[src/rtl/cpu_ctrl_pkg.sv]
// Shared control-unit definitions: control-transfer opcodes, branch
// condition encodings and the branch sequencer state encoding.
package cpu_ctrl_pkg;

  // IR[31:27] opcodes of the control-transfer instructions
  localparam logic [4:0] OP_BR  = 5'b10011;
  localparam logic [4:0] OP_JR  = 5'b10100;
  localparam logic [4:0] OP_JAL = 5'b10101;

  // IR[20:19] branch condition encodings evaluated by the CON FF
  localparam logic [1:0] ZR = 2'b00;
  localparam logic [1:0] NZ = 2'b01;
  localparam logic [1:0] PL = 2'b10;
  localparam logic [1:0] MI = 2'b11;

  // Sequencer steps; encodings 6 and 7 are unused and recover to IDLE
  typedef enum logic [2:0] {
    IDLE     = 3'd0,
    BR_COND  = 3'd1,
    BR_TGT   = 3'd2,
    JR_LOAD  = 3'd3,
    JAL_LINK = 3'd4,
    JAL_LOAD = 3'd5
  } state_t;

endpackage

[src/rtl/sat_counter.sv]
// Saturating up-counter: holds at all-ones instead of wrapping.
// Latency: count updates on the clock edge after inc; clear wins over inc.
// No backpressure; inc at saturation is silently absorbed.
module sat_counter #(
  parameter int W = 16
) (
  input  logic         clk,
  input  logic         rst,
  input  logic         clear,
  input  logic         inc,
  output logic [W-1:0] count_o
);

  logic [W-1:0] cnt_q;
  logic [W-1:0] cnt_d;

  // next count: clear, increment below all-ones, otherwise hold
  always_comb begin
    cnt_d = cnt_q;
    if (clear) begin
      cnt_d = '0;
    end else if (inc && (cnt_q != {W{1'b1}})) begin
      cnt_d = cnt_q + W'(1);
    end
  end

  // count register, cleared asynchronously
  always_ff @(posedge clk or posedge rst) begin
    if (rst) begin
      cnt_q <= '0;
    end else begin
      cnt_q <= cnt_d;
    end
  end

  assign count_o = cnt_q;

endmodule

[src/rtl/branch_seq.sv]
// Sequences the T3..T5 control steps of br/jr/jal and keeps branch statistics.
// Latency: br 2 cycles, jr 1 cycle, jal 2 cycles from accepted start to done.
// No backpressure: start is accepted only when idle, dropped while busy.
module branch_seq
  import cpu_ctrl_pkg::*;
#(
  parameter int CNT_W = 16
) (
  input  logic             clk,
  input  logic             reset,
  input  logic             start,
  input  logic [4:0]       opcode,
  input  logic [1:0]       cond,
  input  logic             CONFF,
  output logic             Gra,
  output logic             Grb,
  output logic             R15_sel,
  output logic             Rout,
  output logic             R_in,
  output logic             PC_out,
  output logic             PC_in,
  output logic             CON_in,
  output logic             busy,
  output logic             done,
  output logic             taken,
  output logic [CNT_W-1:0] br_count,
  output logic [CNT_W-1:0] taken_count
);

  state_t     state_q;
  state_t     state_d;
  logic       taken_q;
  logic       taken_d;
  logic [1:0] cond_q;
  logic       br_inc;
  logic       taken_inc;

  // next-state and taken-flag update; only IDLE samples start/opcode
  always_comb begin
    state_d = IDLE;
    taken_d = taken_q;
    unique case (state_q)
      IDLE: begin
        if (start) begin
          case (opcode)
            OP_BR:   state_d = BR_COND;
            OP_JR:   state_d = JR_LOAD;
            OP_JAL:  state_d = JAL_LINK;
            default: state_d = IDLE;
          endcase
        end
      end
      BR_COND:  state_d = BR_TGT;
      BR_TGT:   taken_d = CONFF;
      JR_LOAD:  taken_d = 1'b1;
      JAL_LINK: state_d = JAL_LOAD;
      JAL_LOAD: taken_d = 1'b1;
      default:  state_d = IDLE;
    endcase
  end

  // state, taken flag and latched condition; reset aborts any sequence at once
  always_ff @(posedge clk or posedge reset) begin
    if (reset) begin
      state_q <= IDLE;
      taken_q <= 1'b0;
      cond_q  <= ZR;
    end else begin
      state_q <= state_d;
      taken_q <= taken_d;
      if ((state_q == IDLE) && start && (opcode == OP_BR)) begin
        cond_q <= cond;
      end
    end
  end

  // Moore decode of the control strobes; only PC_in in BR_TGT looks at CONFF
  always_comb begin
    Gra     = 1'b0;
    Grb     = 1'b0;
    R15_sel = 1'b0;
    Rout    = 1'b0;
    R_in    = 1'b0;
    PC_out  = 1'b0;
    PC_in   = 1'b0;
    CON_in  = 1'b0;
    busy    = 1'b0;
    done    = 1'b0;
    unique case (state_q)
      BR_COND: begin
        Gra = 1'b1; Rout = 1'b1; CON_in = 1'b1; busy = 1'b1;
      end
      BR_TGT: begin
        Grb = 1'b1; Rout = 1'b1; PC_in = CONFF; busy = 1'b1; done = 1'b1;
      end
      JR_LOAD: begin
        Gra = 1'b1; Rout = 1'b1; PC_in = 1'b1; busy = 1'b1; done = 1'b1;
      end
      JAL_LINK: begin
        PC_out = 1'b1; R15_sel = 1'b1; R_in = 1'b1; busy = 1'b1;
      end
      JAL_LOAD: begin
        Gra = 1'b1; Rout = 1'b1; PC_in = 1'b1; busy = 1'b1; done = 1'b1;
      end
      default: ;
    endcase
  end

  assign taken     = taken_q;
  assign br_inc    = (state_q == BR_TGT);
  assign taken_inc = br_inc & CONFF;

  sat_counter #(.W(CNT_W)) u_br_cnt (
    .clk     (clk),
    .rst     (reset),
    .clear   (1'b0),
    .inc     (br_inc),
    .count_o (br_count)
  );

  sat_counter #(.W(CNT_W)) u_taken_cnt (
    .clk     (clk),
    .rst     (reset),
    .clear   (1'b0),
    .inc     (taken_inc),
    .count_o (taken_count)
  );

  // a busy step must drive the bus from exactly one source
  a_one_driver: assert property (@(posedge clk) disable iff (reset)
    busy |-> (Rout ^ PC_out));

  // the latched branch condition stays defined for statistics observers
  a_cond_known: assert property (@(posedge clk) disable iff (reset)
    (state_q == BR_TGT) |-> !$isunknown(cond_q));

endmodule

[config.mk]
export PLATFORM = sky130hd
export DESIGN_NAME = branch_seq
export DESIGN_NICKNAME = d
export VERILOG_FILES = /design/src/rtl/cpu_ctrl_pkg.sv /design/src/rtl/sat_counter.sv /design/src/rtl/branch_seq.sv
export SDC_FILE = /design/constraint.sdc
export NUM_CORES = 1
export LEC_CHECK = 0
export CAP_MARGIN = 30
export CORE_MARGIN = 1.5
export CORE_UTILIZATION = 39
export DETAILED_ROUTE_END_ITERATION = 10
export DONT_BUFFER_PORTS = 1
export PLACE_DENSITY_LB_ADDON = 0.08
export SLEW_MARGIN = 40
export SYNTH_ARGS = -nofsm -noshare
export SYNTH_HDL_FRONTEND = slang
export SYNTH_SLANG_ARGS = --single-unit
[constraint.sdc]
create_clock -name clk -period 4.6 [get_ports clk]
set_input_delay 0.69 -clock clk [delete_from_list [all_inputs] [get_ports clk]]
set_output_delay 0.69 -clock clk [all_outputs]
set_load 0.05 [all_outputs]
# Word level (Yosys, flattened, before mapping)
# Index checks and enable logic that the tools add are counted.
# W data, S select, Z words.
[word_totals] out_inout_bits=43 register_bits=36 input_bits=11
[op_classes] mux=12 reduce_logical=9 n_bitwise=1 n_eq_ne=10 addsub=2
[op_table] op="$add A16 B1 Y16 const B" n=2
[op_table] op="$ne A16 B16 Y1 const B" n=2
[op_table] op="$pmux W3 S3" n=2
[op_table] op="$eq A5 B5 Y1 const B" n=3
[op_table] op="$mux W1" n=7
[op_table] op="$eq A3 B2 Y1 const B" n=2
[op_table] op="$eq A3 B3 Y1 const B" n=2
[op_table] op="$reduce_or A3 Y1" n=2
[op_table] op="$reduce_or A5 Y1" n=1
[op_table] op="$pmux W1 S2" n=2
[op_table] op="$reduce_or A4 Y1" n=1
[op_table] op="$eq A3 B1 Y1 const B" n=1
[op_table] op="$logic_not A3 Y1" n=1
[op_table] op="$mux W3" n=1
[op_table] op="$logic_and A1 B1 Y1" n=2
[op_table] op="$reduce_bool A2 Y1" n=1
[op_table] op="$reduce_or A2 Y1" n=1
[op_table] op="$and A1 B1 Y1" n=1

# Depth between registers and ports, before layout
[logic_depth] depth_word=4 depth_mapped=7

# By module
# From an unflattened synthesis, not the netlist that was laid out.
[hier_totals] hier_cells=236 area_unflattened_um2=2139.6
[by_module_without_submodules] module="sat_counter" cells_each=101 instances=2 seq_area_each_um2=400.4 area_each_um2=932.1
[by_module_without_submodules] module="branch_seq" cells_each=34 instances=1 seq_area_each_um2=100.1 area_each_um2=275.3

# Worst setup path after synthesis
# No wires, ideal clock.
[synth_path] path_type="flip-flop to output port" start="reg state_q[2]" end="out busy" arrival_ns=1.712 slack_ns=2.198 path_buffers=1 path_stages_with_launch=4 cell_sequence="dfrtp_1 buf_6 a21oi_1 or2_2"
[synth_via] elab_chain_cells=3
[synth_lines] element="start: declaration" line="branch_seq.sv:30" rtl="state_t state_q;"
[synth_lines] element="start signal: assignment" line="branch_seq.sv:69" rtl="state_q <= state_d;"
[synth_lines] element="$eq A3 B2 Y1, or another cell as far along" line="branch_seq.sv:89" rtl="unique case (state_q)"
[synth_lines] element="$reduce_or A5 Y1 (no line) (*)"
[synth_lines] element="$mux W1 (*)" line="branch_seq.sv:89"
[synth_lines] element="end: declaration" line="branch_seq.sv:23" rtl="output logic busy,"
# Mark *: on every way between the ends. The rest lies on a longest branch, timed or not.

# Worst setup path in the final report
[layout_path] start="reg state_q[1]" end="out busy"
# Same word-level chain as after synthesis.

==> metrics <==
first-pass GRT wire length 6.83 mm; PD cells between 500 and 600 nW/um2; sw frac 0.480; most instantiated library cell after synthesis dfrtp_1; Top FF cell, synth dfrtp_1; drt pass-1 iters 4; Worst Hold Class primary input to async pin; Syn Inst Count roughly 190; die span in y ~73 um; post-CTS setup buffers 0; H-tree Lvls 2; CTS tree built; crit path to busy; WP data required around 3.9 ns; sw power approximately 0.52 mW; DRC violations left 0; final hold violations 0; Ys Warns 0; hold_buf cts 0; #FFs+latches synth 36; Async S/R FF share, synth 1.00; WL per Instance about 16 um; Clock transition at path regs ~0.070 ns; leakage 0.982 nW; Worst Tran Pin Value between 0.6 and 0.7 ns; cell area after synthesis 1930 um2; post-cts resize count 0; max-slew violations 0; crit-path max FO 10; final instance area about 2100 um2; Die X-Extent approximately 73 um; EDFF count, synth 0; post-route setup slack approximately 2.0 ns; Die Footprint roughly 5400 um2; CP Capture Type primary output; Post-DP HPWL ~2.9 mm; unrepaired setup endpoints after global routing no; Via-to-Cell Ratio around 5.5; largest cells by area after synthesis dfrtp_1 47%, xnor2_1 5.9%, xor2_1 5.0%; R2R depth 5; # diodes 0; relative max-transition margin 0.566; post-synthesis average cell area about 10 um2; clock group share of total power 0.220; Tmin final around 2.6 ns; Core Region between 4000 and 5000 um2; Num Clock Sinks 36; Placed Area 2000 um2; gr usage total 0.164; area share of the largest cell type after synthesis 0.466; post-synth top area cell dfrtp_1; root buf cell clkbuf_8; Max IR drop VDD between 0.2 and 0.3 mV; Unique masters post-synth 46; # setup viols final 0; Sum Neg Setup Slack 0 ns; kind of critical path flop to primary output; CP Launch Point state_q[1]; status finished clean; Area growth syn-to-layout 8.48%; top cells by count, synth 36 x dfrtp_1, 13 x nand4_1, 13 x xnor2_1; Setup crit start kind flop; IO Pins 54; total chip power about 1.1 mW; Placer Congestion 0.763; max_cap viols 0; Worst-Skew Late Latency about 0.28 ns; Arr. time, crit path between 1.5 and 2 ns; Routed WL about 4 mm; Max Clock Skew approximately 0.0066 ns; initial antenna violation count 0; vias post-DR 1396; vias in the first global route 1428; Iter 0 DRT Violations 42; Crit Reg-Reg Endpoint u_br_cnt.count_o[4]; Port Buffers 0; combinational power share 0.291; R2R Path Start state_q[2]; layout cells sized above 1 0.128; GRT Residual Overflow 0; final net count 201; TritonCTS Buffers 5; CTS Buffer Depth 2; r2r setup slk approximately 2.3 ns; Synthesized Nets roughly 200; Fmax between 300 and 400 MHz; largest net degree at the start of global routing 27; Hold WS approximately 0.28 ns; final worst path period share 0.561; Detail Route Antenna Nets 0; internal power roughly 0.57 mW; sequential share of the synthesized area 0.466; Flop pwr share 0.488; Starting Density 0.407; std cell rows 25; pre-CTS setup slack ~2.3 ns
## flip-flops by register name (all words and copies together), names as in the netlist
name and flops:
u_br_cnt.count_o 16, u_taken_cnt.count_o 16, state_q 3, taken 1
## cell families after synthesis
family | count (synthesis) | synth area share
simple gates | 79 | 0.259
flops | 36 | 0.466
compound gates | 26 | 0.0913
xor+xnor | 24 | 0.109
buf+inv | 15 | 0.0427
mux | 3 | 0.0194
fa+ha+maj | 2 | 0.0129
## metrics by stage
step | cells | utilization
finish | 255 | 0.441
CTS | 255 | 0.441
floorplan | 185 | -
global placement | 248 | 0.418
global route | 255 | 0.441
detailed placement | 248 | 0.420
## metal layers
layer | GRT usage | part of all wire | vias up
li1 | - | - | 676
met1 | 0.203 | 0.44 | 681
met2 | 0.270 | 0.49 | 35
met3 | 0.0425 | 0.054 | 4
met4 | 0.0741 | 0.0097 | 0
met5 | 0 | 0 | -
## placed cells by master, fill, tap and decap left out, types with 8 or more instances in the layout
cell,n
nand2_1,11
dfrtp_1,36
nand4_1,13
nand3_1,9
xor2_1,11
inv_1,8
nor2_1,10
xnor2_1,13
## final cells by class
cell class,instances,area (um2)
Tap cell,67,83.8
Inverter,8,30.0
Multi-Input combinational cell,134,963
Fill cell,486,2660
Timing Repair Buffer,3,22.5
Clock buffer,7,96.3
Sequential cell,36,901
## worst max-delay path, stage by stage, from the launching register on
cell and delay (ns):
dfrtp_1 0.48, nor2_1 0.19, nand2_1 0.12, inv_1 0.08, buf_4 0.38, or2_2 0.36
## power groups by stage
stage / logic [mW] / clock network [mW] / registers, mW
finish: 0.317 / 0.240 / 0.531
detailed placement: 0.319 / 0 / 0.540
CTS: 0.320 / 0.254 / 0.532
global placement: 0.308 / 0 / 0.533
global route: 0.343 / 0.267 / 0.545
floorplan: 0.315 / 0 / 0.508
## how the worst min path moves through the flow
stage / startpoint / endpoint / slack (ns) / depth (start not counted)
final: reset / taken / 0.28 / 1
after detailed placement: reset / taken / 0.60 / 1
after floorplan: state_q[2] / state_q[1] / 0.52 / 2
after CTS: reset / u_taken_cnt.count_o[1] / 0.28 / 1
after global routing: reset / taken / 0.30 / 1
after global placement: state_q[0] / state_q[0] / 0.58 / 1
Power figures use the tool's default switching activity.
